==> src/rtl/tone_pkg.sv <==
// Shared definitions for the DDS tone oscillator: waveform mode encoding
// and the full-scale helper used when shaping samples.
package tone_pkg;

    typedef enum logic [1:0] {
        MODE_OFF    = 2'd0,
        MODE_SQUARE = 2'd1,
        MODE_SAW    = 2'd2,
        MODE_TRI    = 2'd3
    } tone_mode_e;

    // Largest positive magnitude used for a signed sample of the given width.
    function automatic longint full_scale(input int width);
        return (longint'(1) << (width - 1)) - longint'(1);
    endfunction

endpackage

==> src/rtl/tone_shaper.sv <==
// Combinational phase-to-waveform mapping; receives the top OUT_W+1 phase
// bits and produces the unscaled signed sample for the selected mode.
module tone_shaper
    import tone_pkg::*;
#(
    parameter int OUT_W = 24
) (
    input  logic [OUT_W:0]          phase_top,
    input  tone_mode_e              mode,
    input  logic [7:0]              duty,
    output logic signed [OUT_W-1:0] w
);

    localparam logic signed [OUT_W-1:0] FS      = OUT_W'(full_scale(OUT_W));
    localparam logic        [OUT_W-1:0] MIN_NEG = {1'b1, {(OUT_W-1){1'b0}}};

    logic [OUT_W-1:0] saw_raw;
    logic [OUT_W-1:0] tri_u;
    logic [OUT_W-1:0] tri_raw;

    // The most negative code is clamped so every waveform stays symmetric about zero.
    always_comb begin
        saw_raw = {~phase_top[OUT_W], phase_top[OUT_W-1:1]};
        tri_u   = phase_top[OUT_W] ? ~phase_top[OUT_W-1:0] : phase_top[OUT_W-1:0];
        tri_raw = {~tri_u[OUT_W-1], tri_u[OUT_W-2:0]};
        w       = '0;
        case (mode)
            MODE_SQUARE: w = (phase_top[OUT_W -: 8] < duty) ? FS : -FS;
            MODE_SAW:    w = (saw_raw == MIN_NEG) ? -FS : $signed(saw_raw);
            MODE_TRI:    w = (tri_raw == MIN_NEG) ? -FS : $signed(tri_raw);
            default:     w = '0;
        endcase
    end

endmodule

==> src/rtl/tone_osc.sv <==
// Phase-accumulator tone oscillator with a shadowed configuration that is
// only applied at a phase wrap (or immediately while stopped).
module tone_osc
    import tone_pkg::*;
#(
    parameter int PHASE_W = 32,
    parameter int OUT_W   = 24,
    parameter int AMP_W   = 16
) (
    input  logic                     clk,
    input  logic                     rst_n,
    input  logic                     en,
    input  logic                     cfg_wr,
    input  logic [PHASE_W-1:0]       cfg_inc,
    input  logic [1:0]               cfg_mode,
    input  logic [7:0]               cfg_duty,
    input  logic [AMP_W-1:0]         cfg_amp,
    output logic                     cfg_pending,
    output logic                     wrap,
    output logic signed [OUT_W-1:0]  tone,
    output logic                     tone_valid
);

    logic [PHASE_W-1:0]       phase_q, phase_d;
    logic [PHASE_W-1:0]       inc_act_q, inc_act_d, inc_pend_q, inc_pend_d;
    tone_mode_e               mode_act_q, mode_act_d, mode_pend_q, mode_pend_d;
    logic [7:0]               duty_act_q, duty_act_d, duty_pend_q, duty_pend_d;
    logic [AMP_W-1:0]         amp_act_q, amp_act_d, amp_pend_q, amp_pend_d;
    logic                     pending_q, pending_d;
    logic                     wrap_q, wrap_d;
    logic signed [OUT_W-1:0]  w_q, w_d;
    logic [AMP_W-1:0]         amp_s1_q, amp_s1_d;
    logic                     valid_s1_q, valid_s1_d;
    logic signed [OUT_W-1:0]  tone_q, tone_d;
    logic                     tone_valid_q, tone_valid_d;

    logic [PHASE_W:0]          add_full;
    logic                      apply_edge;
    logic signed [OUT_W+AMP_W:0] product;
    logic                      prod_unused_hi;
    logic [AMP_W-1:0]          prod_unused_lo;
    logic signed [OUT_W-1:0]   scaled;

    tone_shaper #(.OUT_W(OUT_W)) u_shaper (
        .phase_top (phase_q[PHASE_W-1 -: OUT_W+1]),
        .mode      (mode_act_q),
        .duty      (duty_act_q),
        .w         (w_d)
    );

    // A write on an applying edge bypasses the shadow so the newest values win.
    always_comb begin
        add_full    = {1'b0, phase_q} + {1'b0, inc_act_q};
        apply_edge  = !en || add_full[PHASE_W];
        phase_d     = en ? add_full[PHASE_W-1:0] : phase_q;
        wrap_d      = en && add_full[PHASE_W];
        inc_act_d   = inc_act_q;
        mode_act_d  = mode_act_q;
        duty_act_d  = duty_act_q;
        amp_act_d   = amp_act_q;
        inc_pend_d  = inc_pend_q;
        mode_pend_d = mode_pend_q;
        duty_pend_d = duty_pend_q;
        amp_pend_d  = amp_pend_q;
        pending_d   = pending_q;
        if (cfg_wr && apply_edge) begin
            inc_act_d  = cfg_inc;
            mode_act_d = tone_mode_e'(cfg_mode);
            duty_act_d = cfg_duty;
            amp_act_d  = cfg_amp;
            pending_d  = 1'b0;
        end else if (cfg_wr) begin
            inc_pend_d  = cfg_inc;
            mode_pend_d = tone_mode_e'(cfg_mode);
            duty_pend_d = cfg_duty;
            amp_pend_d  = cfg_amp;
            pending_d   = 1'b1;
        end else if (apply_edge && pending_q) begin
            inc_act_d  = inc_pend_q;
            mode_act_d = mode_pend_q;
            duty_act_d = duty_pend_q;
            amp_act_d  = amp_pend_q;
            pending_d  = 1'b0;
        end
    end

    // Amplitude travels with its sample so a retune never mixes old shape and new gain.
    always_comb begin
        amp_s1_d     = amp_act_q;
        valid_s1_d   = en;
        product      = w_q * $signed({1'b0, amp_s1_q});
        {prod_unused_hi, scaled, prod_unused_lo} = product;
        tone_d       = valid_s1_q ? scaled : '0;
        tone_valid_d = valid_s1_q;
    end

    always_ff @(posedge clk or negedge rst_n) begin
        if (!rst_n) begin
            phase_q      <= '0;
            inc_act_q    <= '0;
            mode_act_q   <= MODE_OFF;
            duty_act_q   <= '0;
            amp_act_q    <= '0;
            inc_pend_q   <= '0;
            mode_pend_q  <= MODE_OFF;
            duty_pend_q  <= '0;
            amp_pend_q   <= '0;
            pending_q    <= 1'b0;
            wrap_q       <= 1'b0;
            w_q          <= '0;
            amp_s1_q     <= '0;
            valid_s1_q   <= 1'b0;
            tone_q       <= '0;
            tone_valid_q <= 1'b0;
        end else begin
            phase_q      <= phase_d;
            inc_act_q    <= inc_act_d;
            mode_act_q   <= mode_act_d;
            duty_act_q   <= duty_act_d;
            amp_act_q    <= amp_act_d;
            inc_pend_q   <= inc_pend_d;
            mode_pend_q  <= mode_pend_d;
            duty_pend_q  <= duty_pend_d;
            amp_pend_q   <= amp_pend_d;
            pending_q    <= pending_d;
            wrap_q       <= wrap_d;
            w_q          <= w_d;
            amp_s1_q     <= amp_s1_d;
            valid_s1_q   <= valid_s1_d;
            tone_q       <= tone_d;
            tone_valid_q <= tone_valid_d;
        end
    end

    assign cfg_pending = pending_q;
    assign wrap        = wrap_q;
    assign tone        = tone_q;
    assign tone_valid  = tone_valid_q;

endmodule

==> config.mk <==
export PLATFORM = sky130hd
export DESIGN_NAME = tone_osc
export DESIGN_NICKNAME = d
export VERILOG_FILES = /design/src/rtl/tone_pkg.sv /design/src/rtl/tone_shaper.sv /design/src/rtl/tone_osc.sv
export SDC_FILE = /design/constraint.sdc
export NUM_CORES = 1
export LEC_CHECK = 0
export ABC_CLOCK_PERIOD_IN_PS = 8900
export CELL_PAD_IN_SITES_DETAIL_PLACEMENT = 2
export CELL_PAD_IN_SITES_GLOBAL_PLACEMENT = 2
export CORE_UTILIZATION = 42
export DETAILED_ROUTE_END_ITERATION = 10
export GPL_TIMING_DRIVEN = 0
export HOLD_SLACK_MARGIN = 0.15
export PLACE_DENSITY = 0.83
export RECOVER_POWER = 50
export SETUP_SLACK_MARGIN = 0.1
export SLEW_MARGIN = 10
export SYNTH_ARGS = -nofsm -noshare
export SYNTH_HDL_FRONTEND = slang
export SYNTH_SLANG_ARGS = --single-unit
export TNS_END_PERCENT = 20
==> constraint.sdc <==
create_clock -name clk -period 8.9 [get_ports clk]
set_input_delay 1.335 -clock clk [delete_from_list [all_inputs] [get_ports clk]]
set_output_delay 1.335 -clock clk [all_outputs]
set_load 0.02 [all_outputs]
## After elaboration in Yosys (flattened, before gate mapping)

Index checks and enable logic that the tools add are counted.

- Latch bits: 0
- Bits of input ports: 62
- Memory bits (read-only): 0
- RAM bits: 0
- Memories: 0
- Flip-flop bits (word level): 216
- Logic and storage cells: 59

- $lt $le $gt $ge: 1
- Reductions and logical operators: 9
- Multipliers: 1
- Shifts and indexed selects: 0
- Bitwise operators: 4
- Equal/unequal tests: 6
- Divide/modulo/power cells: 0
- Multiplexer cells: 21
- Add/sub/neg operators: 1

Operators by type and width:

| operator | number |
|---|---|
| $mux W24 | 5 |
| $mux W32 | 3 |
| $pmux W24 S3 | 1 |
| $eq A24 B24 Y1 const B | 2 |
| $mux W16 | 3 |
| $mul A24 B17 Y40 | 1 |
| $add A32 B32 Y33 | 1 |
| $mux W8 | 3 |
| $not A24 Y24 | 1 |
| $lt A8 B8 Y1 | 1 |
| $mux W2 | 3 |
| $eq A2 B2 Y1 const B | 2 |
| $reduce_and A2 Y1 | 2 |
| $logic_and A1 B1 Y1 | 3 |
| $mux W1 | 3 |
| $not A1 Y1 | 3 |
| $reduce_bool A3 Y1 | 1 |
| $eq A2 B1 Y1 const B | 1 |
| $ne A2 B1 Y1 const B | 1 |
| $reduce_bool A2 Y1 | 1 |
| $logic_not A1 Y1 | 1 |
| $logic_or A1 B1 Y1 | 1 |

## Depth between registers and ports, before layout

Gate-level depths: netlist of run 1.

- Word-level depth: 6
- Depth in mapped cells: 24
- Mapped depth without buffers: 23

## Cells and area by module

A second synthesis of run 1 with hierarchy kept.

- Cell total of the unflattened synthesis: 2441
- Area total of the unflattened synthesis: 24065.6 sq um

By module, submodules not included:

| module | sequential area each (sq um) | times used | cells each | area an instance (sq um) |
|---|---|---|---|---|
| tone_osc | 5405.2 | 1 | 2316 | 23072.1 |
| tone_shaper | 0.0 | 1 | 125 | 993.5 |

## Least setup slack after synthesis of run 1

OpenSTA, ideal clock, no wires.

- Path type: reg-to-reg
- Start: reg w_q[23]
- End: reg tone_q[23], in the netlist tone[23]
- Data required time: 8.775 ns
- Arrival: 6.290 ns
- Setup time: 0.125 ns
- Cell stages (with the launch flop): 22
- Slack: 2.486 ns
- Path through: dfrtp_1 -> clkbuf_1 -> nand2_1 -> fa_1 -> fa_1 -> inv_1 -> fa_1 -> fa_1 -> fa_1 -> inv_1 -> fa_1 -> inv_1 -> ha_1 -> a21o_1 -> a21oi_1 -> o21ai_0 -> a2bb2oi_1 -> a21bo_2 -> o2111a_1 -> or3_1 -> o31ai_1 -> mux2_2

- Cells in the longest elaborated chain, start to end: 2

RTL lines:

| element | line | source |
|---|---|---|
| start, declared | tone_osc.sv:31 | `logic signed [OUT_W-1:0] w_q, w_d;` |
| start signal, assigned | tone_osc.sv:127 | `w_q <= w_d;` |
| $mul A24 B17 Y40 | tone_osc.sv:91 | `product = w_q * $signed({1'b0, amp_s1_q});` |
| $mux W24 | tone_osc.sv:93 | `tone_d = valid_s1_q ? scaled : '0;` |
| net tone_d[23] | tone_osc.sv:34 | `logic signed [OUT_W-1:0] tone_q, tone_d;` |
| end signal, assigned | tone_osc.sv:130 | `tone_q <= tone_d;` |
| end, declared | tone_osc.sv:34 |  |

The timed path passes the listed nets, and every way through them passes these cells.
A chain may end at the register's enable or synchronous reset.

## Worst setup path after layout of run 1

- Start: reg amp_s1_q[9]
- End: reg tone_q[23], in the netlist tone[23]

- Cells in the longest elaborated chain, start to end: 2

RTL lines:

| element | line | source |
|---|---|---|
| start, declared | tone_osc.sv:32 | `logic [AMP_W-1:0] amp_s1_q, amp_s1_d;` |
| start signal, assigned | tone_osc.sv:128 | `amp_s1_q <= amp_s1_d;` |
| $mul A24 B17 Y40 | tone_osc.sv:91 |  |
| $mux W24 | tone_osc.sv:93 |  |
| net tone_d[23] | tone_osc.sv:34 |  |

The timed path passes the listed nets, and every way through them passes these cells.

==> results.py, run 1 <==
metrics = {
    "grt": {
        "grt_usage": 0.317,
        "grt_overflow_total": 0,
        "grtUsageMet1": 0.382,
        "grt_util_met3": 0.0457,
        "grt_pass1_wl_um": 142000,
        "grt_pass1_vias": 23300,
        "antenna_found_initial": 4,
        "grt_max_degree": 105,
        "busiest_layer": "met2",
        "grtUsageMet2": 0.562,
    },
    "timing": {
        "fin_skew_ns": 0.0428,
        "max_freq_mhz": 123,
        "relSlewSlack": -2.47,
        "setup_viol": 0,
        "fin_crit_sh": 0.912,
        "timing.final.crit_period_ns": 8.11,
        "slew_violations": 116,
        "rsz0062_at_grt": "no",
        "tightestPinTransition_ns": 5.21,
        "worst_slack_ns": 0.785,
        "hold_violations": 0,
    },
    "clocking": {
        "cts-resized-gates": 0,
        "cts.sinks": 216,
        "insertion_delay_ns": 0.62,
        "post-cts-setup-buffer-count": 0,
        "numCtsBuffers": 28,
        "holdBufCountCts": 0,
        "root_buffer": "clkbuf_16",
        "cts_tree": "done",
        "clock_path_buffers": 3,
        "cts.clk_slew.worst_paths_ns": 0.07,
        "htree_levels": 1,
    },
    "place": {
        "place_ws_ns": 0.982,
        "hpwl_um": 70200,
        "io_buffer_count": 88,
        "place_congestion": 0.911,
    },
    "min_path": {
        "hold_path_class": "reg2reg",
        "hp-start": "amp_act_q[15]$_DFFE_PN0P_",
    },
    "floorplan": {
        "ios": 89,
        "die_y_um": 243,
        "initial_core_util": 0.429,
        "rows": 87,
        "die_x_um": 243,
        "coreArea_mm2": 0.0568,
        "dieArea_mm2": 0.0590,
    },
    "setup_path": {
        "cpMaxStageDelayCell": "clkbuf_1",
        "crit_fanout": 10,
        "path_cells": "clkbuf_1, nand2_1, fa_1, inv_1, fa_1, fa_1, fa_1, fa_1, inv_1, fa_1, inv_1, ha_1, a21o_1, a21oi_1, o21ai_0, a2bb2oi_1, a21bo_2, o2111a_1, or3_1, o31ai_1, mux2_2",
        "endpoint_kind": "flip-flop",
        "path_class": "reg2reg",
        "crit_required_ns": 9.40,
        "cp-startpoint": "amp_s1_q[9]$_DFF_PN0_",
        "worst_path_most_repeated_cell": "fa_1",
        "r2r_start": "amp_s1_q[9]$_DFF_PN0_",
        "slowest_delay_ns": 0.83,
        "startpoint_type": "flip-flop",
        "cp.arrival_ns": 8.61,
    },
    "route": {
        "routed_wirelength_um": 91300,
        "drc": 0,
        "num_vias": 19400,
        "drt_iter0_markers": 1131,
        "antenna_left": 0,
        "wl_per_cell_um": 27.0,
        "vias_per_cell": 5.73,
        "dr.pass1.iters": 5,
    },
    "synthesis": {
        "netlist_instances": 2485,
        "synthTopCellsByArea": "fa_1 (30%), dfrtp_1 (22%), inv_1 (7.1%), ha_1 (7.0%), nand2_1 (5.3%)",
        "synth-warning-count": 0,
        "synth_cell_types": 73,
        "synthFlopType": "dfrtp_1",
        "syn_avg_cell_area_um2": 9.81,
        "synth_edf_count": 0,
        "synth_async_sr_flop_share": 1.00,
        "synth_top_area_share": 0.305,
        "ys_ff_latch": 216,
        "yosysSeqAreaShare": 0.222,
        "synth_nets": 3054,
        "yosysTopAreaCell": "fa_1",
        "synth_area_mm2": 0.0244,
    },
    "job": {
        "drv_cap": 2,
    },
    "layout": {
        "nets": 3174,
        "mostFrequentLayoutCells": "inv_1 (459), fa_1 (371), nand2_1 (343), dfrtp_1 (216), and2_1 (154)",
        "drive_above_1_share": 0.0590,
        "fill_cells": 5932,
        "syn_to_final_growth_pct": 11.7,
        "layout_commonest_cell": "inv_1",
    },
    "run_status": {
        "violations": "capacitance limit, slew limit",
        "status": "complete, but fails checks",
    },
}
-- cell usage after synthesis (all sizes together) (3+ instances only) --
master / instances
or2: 3
a221o: 76
mux2: 80
xor2: 43
nand3: 23
a22oi: 16
o21ai: 75
a211oi: 10
ha: 136
o211ai: 4
fa: 371
a22o: 42
a21o: 30
o21bai: 6
or3: 6
nor4: 5
buf: 19
nand4: 10
a21boi: 3
inv: 459
o2bb2ai: 14
o21a: 16
nor3b: 3
dfrtp: 216
a21oi: 46
xnor2: 30
nand2b: 10
nand2: 343
and3: 6
o31a: 3
a31oi: 5
and2: 154
o22ai: 4
nor3: 15
nor2b: 9
nor2: 51
clkbuf: 104
a211o: 5
-- routing by layer --
metal / routed length (um) / up-vias / share of wire
met3: 4790 / 237 / 0.052
met1: 35700 / 10300 / 0.39
li1: - / 8194 / -
met5: 10 / - / 0.00011
met2: 46700 / 630 / 0.51
met4: 4090 / 2 / 0.045
-- final timing paths --
check / endpoint / slack (ns) / cells past startpoint
max: tone[23]$_DFF_PN0_ / 0.79 / 21
max in group asynchronous: amp_act_q[1]$_DFFE_PN0P_ / 1.84 / 2
max reg2reg: tone[23]$_DFF_PN0_ / 0.79 / 21
min in group asynchronous: tone[2]$_DFF_PN0_ / 1.24 / 1
min reg2reg: amp_s1_q[15]$_DFF_PN0_ / 0.39 / 0
min: amp_s1_q[15]$_DFF_PN0_ / 0.39 / 0
-- critical path: cells and delay by family, from the launching register on --
kind | cells | cell delay (ns)
AO/OA/AOI/OAI | 7 | 1.76
adder cells (fa/ha/maj) | 7 | 3.47
buffers and inverters | 4 | 0.99
flip-flops | 1 | 0.81
multiplexers | 1 | 0.37
AND/OR/NAND/NOR | 2 | 0.58
-- layout make-up --
cell class                 instances  area (um^2)  area share
sequential                       216         5410       0.199
inverter                         461         1730      0.0636
clock inverter                    10          160     0.00588
antenna                            5         12.5    0.000460
buffer                           123          551      0.0202
timing repair buffer              90          906      0.0333
tap                              756          946      0.0347
multi-input combinational       1685        16700       0.613
clock buffer                      40          826      0.0303
-- registers in the layout, indices dropped and copies added, names as in the netlist --
| register | flops |
|---|---|
| inc_pend_q | 32 |
| amp_s1_q | 16 |
| w_q | 24 |
| amp_pend_q | 16 |
| wrap | 1 |
| tone_valid | 1 |
| phase_q | 32 |
| mode_pend_q | 2 |
| inc_act_q | 32 |
| cfg_pending | 1 |
| duty_pend_q | 8 |
| duty_act_q | 8 |
| amp_act_q | 16 |
| tone | 24 |
| mode_act_q | 2 |
| tone_valid_d | 1 |
-- stage by stage --
step | TNS [ns] | instance area (um^2) | utilization | cells | hold WS (ns)
after floorplan | 0 | 24400 | - | 2485 | 0.354
after global placement | -724.74 | 26200 | 0.461 | 3329 | 0.372
after detailed placement | 0 | 26300 | 0.462 | 3331 | 0.370
after CTS | 0 | 27200 | 0.480 | 3381 | 0.392
after global routing | 0 | 27200 | 0.479 | 3382 | 0.412
final | 0 | 27200 | 0.479 | 3386 | 0.392
-- logic make-up after synthesis --
family | after synthesis | share of synthesized area
compound gates | 379 | 0.119
simple gates | 644 | 0.124
xor+xnor | 73 | 0.0262
mux | 82 | 0.0409
fa+ha+maj | 507 | 0.375
flops | 216 | 0.222
buf+inv | 584 | 0.0936
Power of run 1 is left out: the tool's default activity adds up to more than one toggle a clock period on the data nets, which glitch-free logic cannot reach.
==> run 2: changes to the inputs <==
Settings changed: CORE_MARGIN set to 2.
==> results.py, run 2 (synthesis gave the netlist of run 1 again) <==
metrics = {
    "run_status": {
        "status": "complete, but fails checks",
        "violations": "capacitance limit, slew limit",
    },
    "floorplan": {
        "coreArea_mm2": 0.0576,
        "initial_core_util": 0.423,
        "ios": 89,
        "rows": 88,
        "dieArea_mm2": 0.0600,
        "die_x_um": 245,
        "die_y_um": 245,
    },
    "route": {
        "drt_iter0_markers": 1003,
        "antenna_left": 0,
        "num_vias": 19600,
        "wl_per_cell_um": 27.5,
        "vias_per_cell": 5.77,
        "dr.pass1.iters": 5,
        "drc": 0,
        "routed_wirelength_um": 93500,
    },
    "clocking": {
        "cts-resized-gates": 0,
        "holdBufCountCts": 0,
        "cts_tree": "done",
        "post-cts-setup-buffer-count": 0,
        "insertion_delay_ns": 0.60,
        "numCtsBuffers": 29,
        "htree_levels": 1,
        "clock_path_buffers": 3,
        "cts.sinks": 216,
        "root_buffer": "clkbuf_16",
        "cts.clk_slew.worst_paths_ns": 0.06,
    },
    "setup_path": {
        "cp-startpoint": "amp_s1_q[9]$_DFF_PN0_",
        "startpoint_type": "flip-flop",
        "endpoint_kind": "flip-flop",
        "r2r_start": "amp_s1_q[9]$_DFF_PN0_",
        "cp.arrival_ns": 8.53,
        "crit_fanout": 10,
        "path_class": "reg2reg",
        "crit_required_ns": 9.39,
    },
    "timing": {
        "max_freq_mhz": 124,
        "worst_slack_ns": 0.858,
        "slew_violations": 134,
        "tightestPinTransition_ns": 5.27,
        "setup_viol": 0,
        "fin_crit_sh": 0.904,
        "relSlewSlack": -2.52,
        "fin_skew_ns": 0.0150,
        "rsz0062_at_grt": "no",
        "hold_violations": 0,
        "timing.final.crit_period_ns": 8.04,
    },
    "min_path": {
        "hold_path_class": "reg2reg",
        "hp-start": "amp_act_q[10]$_DFFE_PN0P_",
    },
    "grt": {
        "grt_usage": 0.320,
        "grt_pass1_wl_um": 145000,
        "antenna_found_initial": 1,
        "grt_pass1_vias": 23700,
        "grt_max_degree": 106,
        "grt_overflow_total": 0,
    },
    "layout": {
        "mostFrequentLayoutCells": "inv_1 (459), fa_1 (371), nand2_1 (343), dfrtp_1 (216), and2_1 (154)",
        "fill_cells": 6080,
        "syn_to_final_growth_pct": 11.6,
        "layout_commonest_cell": "inv_1",
        "multi_input_area_mm2": 0.0167,
        "postLayoutCellArea_mm2": 0.0272,
        "drive_above_1_share": 0.0593,
        "nets": 3175,
        "fin_cells": 3395,
        "reg.largest.list": "inc_act_q x32, inc_pend_q x32, phase_q x32",
        "regArea_mm2": 0.00541,
    },
    "place": {
        "place_ws_ns": 0.905,
        "hpwl_um": 72400,
        "io_buffer_count": 88,
        "dpl_cell_area_mm2": 0.0263,
        "dp_cells": 3340,
        "place_congestion": 0.910,
    },
    "job": {
        "drv_cap": 2,
    },
}
## run 2: metrics by stage
step           hold WS (ns)   util  setup TNS (ns)
6_report              0.391  0.472               0
5_1_grt               0.400  0.472               0
4_1_cts               0.393  0.473               0
3_5_place_dp          0.374  0.456               0
3_3_place_gp          0.365  0.455         -733.27
2_1_floorplan         0.354      -               0
## run 2: cell type report
| type | instances | share of cell area |
|---|---|---|
| multi-input cells | 1685 | 0.614 |
| flip-flops and latches | 216 | 0.199 |
| inverters | 461 | 0.0636 |
| well taps | 765 | 0.0352 |
| repair buffers | 90 | 0.0335 |
| clock buffers | 42 | 0.0307 |
| plain buffers | 123 | 0.0202 |
| clock inverters | 12 | 0.00428 |
| diodes | 1 | 0.0000920 |
## run 2: critical path, stage by stage, from the launching register on
cell and delay (ns):
dfrtp_1 0.82, clkbuf_1 0.73, nand2_1 0.23, fa_1 0.59, inv_1 0.08, fa_1 0.50
fa_1 0.59, fa_1 0.45, fa_1 0.50, inv_1 0.05, fa_1 0.51, inv_1 0.05
ha_1 0.34, a21o_1 0.22, a21oi_1 0.24, o21ai_0 0.16, a2bb2oi_1 0.15, a21bo_2 0.33
o2111a_1 0.33, or3_1 0.41, o31ai_1 0.26, mux2_2 0.37
## run 2: layer usage
layer | up-vias | routed length, um | track usage
met5 | - | 0 | 0
met4 | 0 | 4550 | 0.144
met3 | 275 | 4060 | 0.0385
met2 | 638 | 48400 | 0.581
met1 | 10500 | 36500 | 0.377
li1 | 8193 | - | -
## run 2: final timing paths
kind	to	slack [ns]	cells after the start
worst min-delay path	amp_s1_q[10]$_DFF_PN0_	0.39	0
worst max register to register	tone[23]$_DFF_PN0_	0.86	21
min in group asynchronous	tone[2]$_DFF_PN0_	1.23	1
max in group asynchronous	w_q[7]$_DFF_PN0_	1.52	2
worst min register to register	amp_s1_q[10]$_DFF_PN0_	0.39	0
worst max-delay path	tone[23]$_DFF_PN0_	0.86	21
Power of run 2 is left out for the same reason.
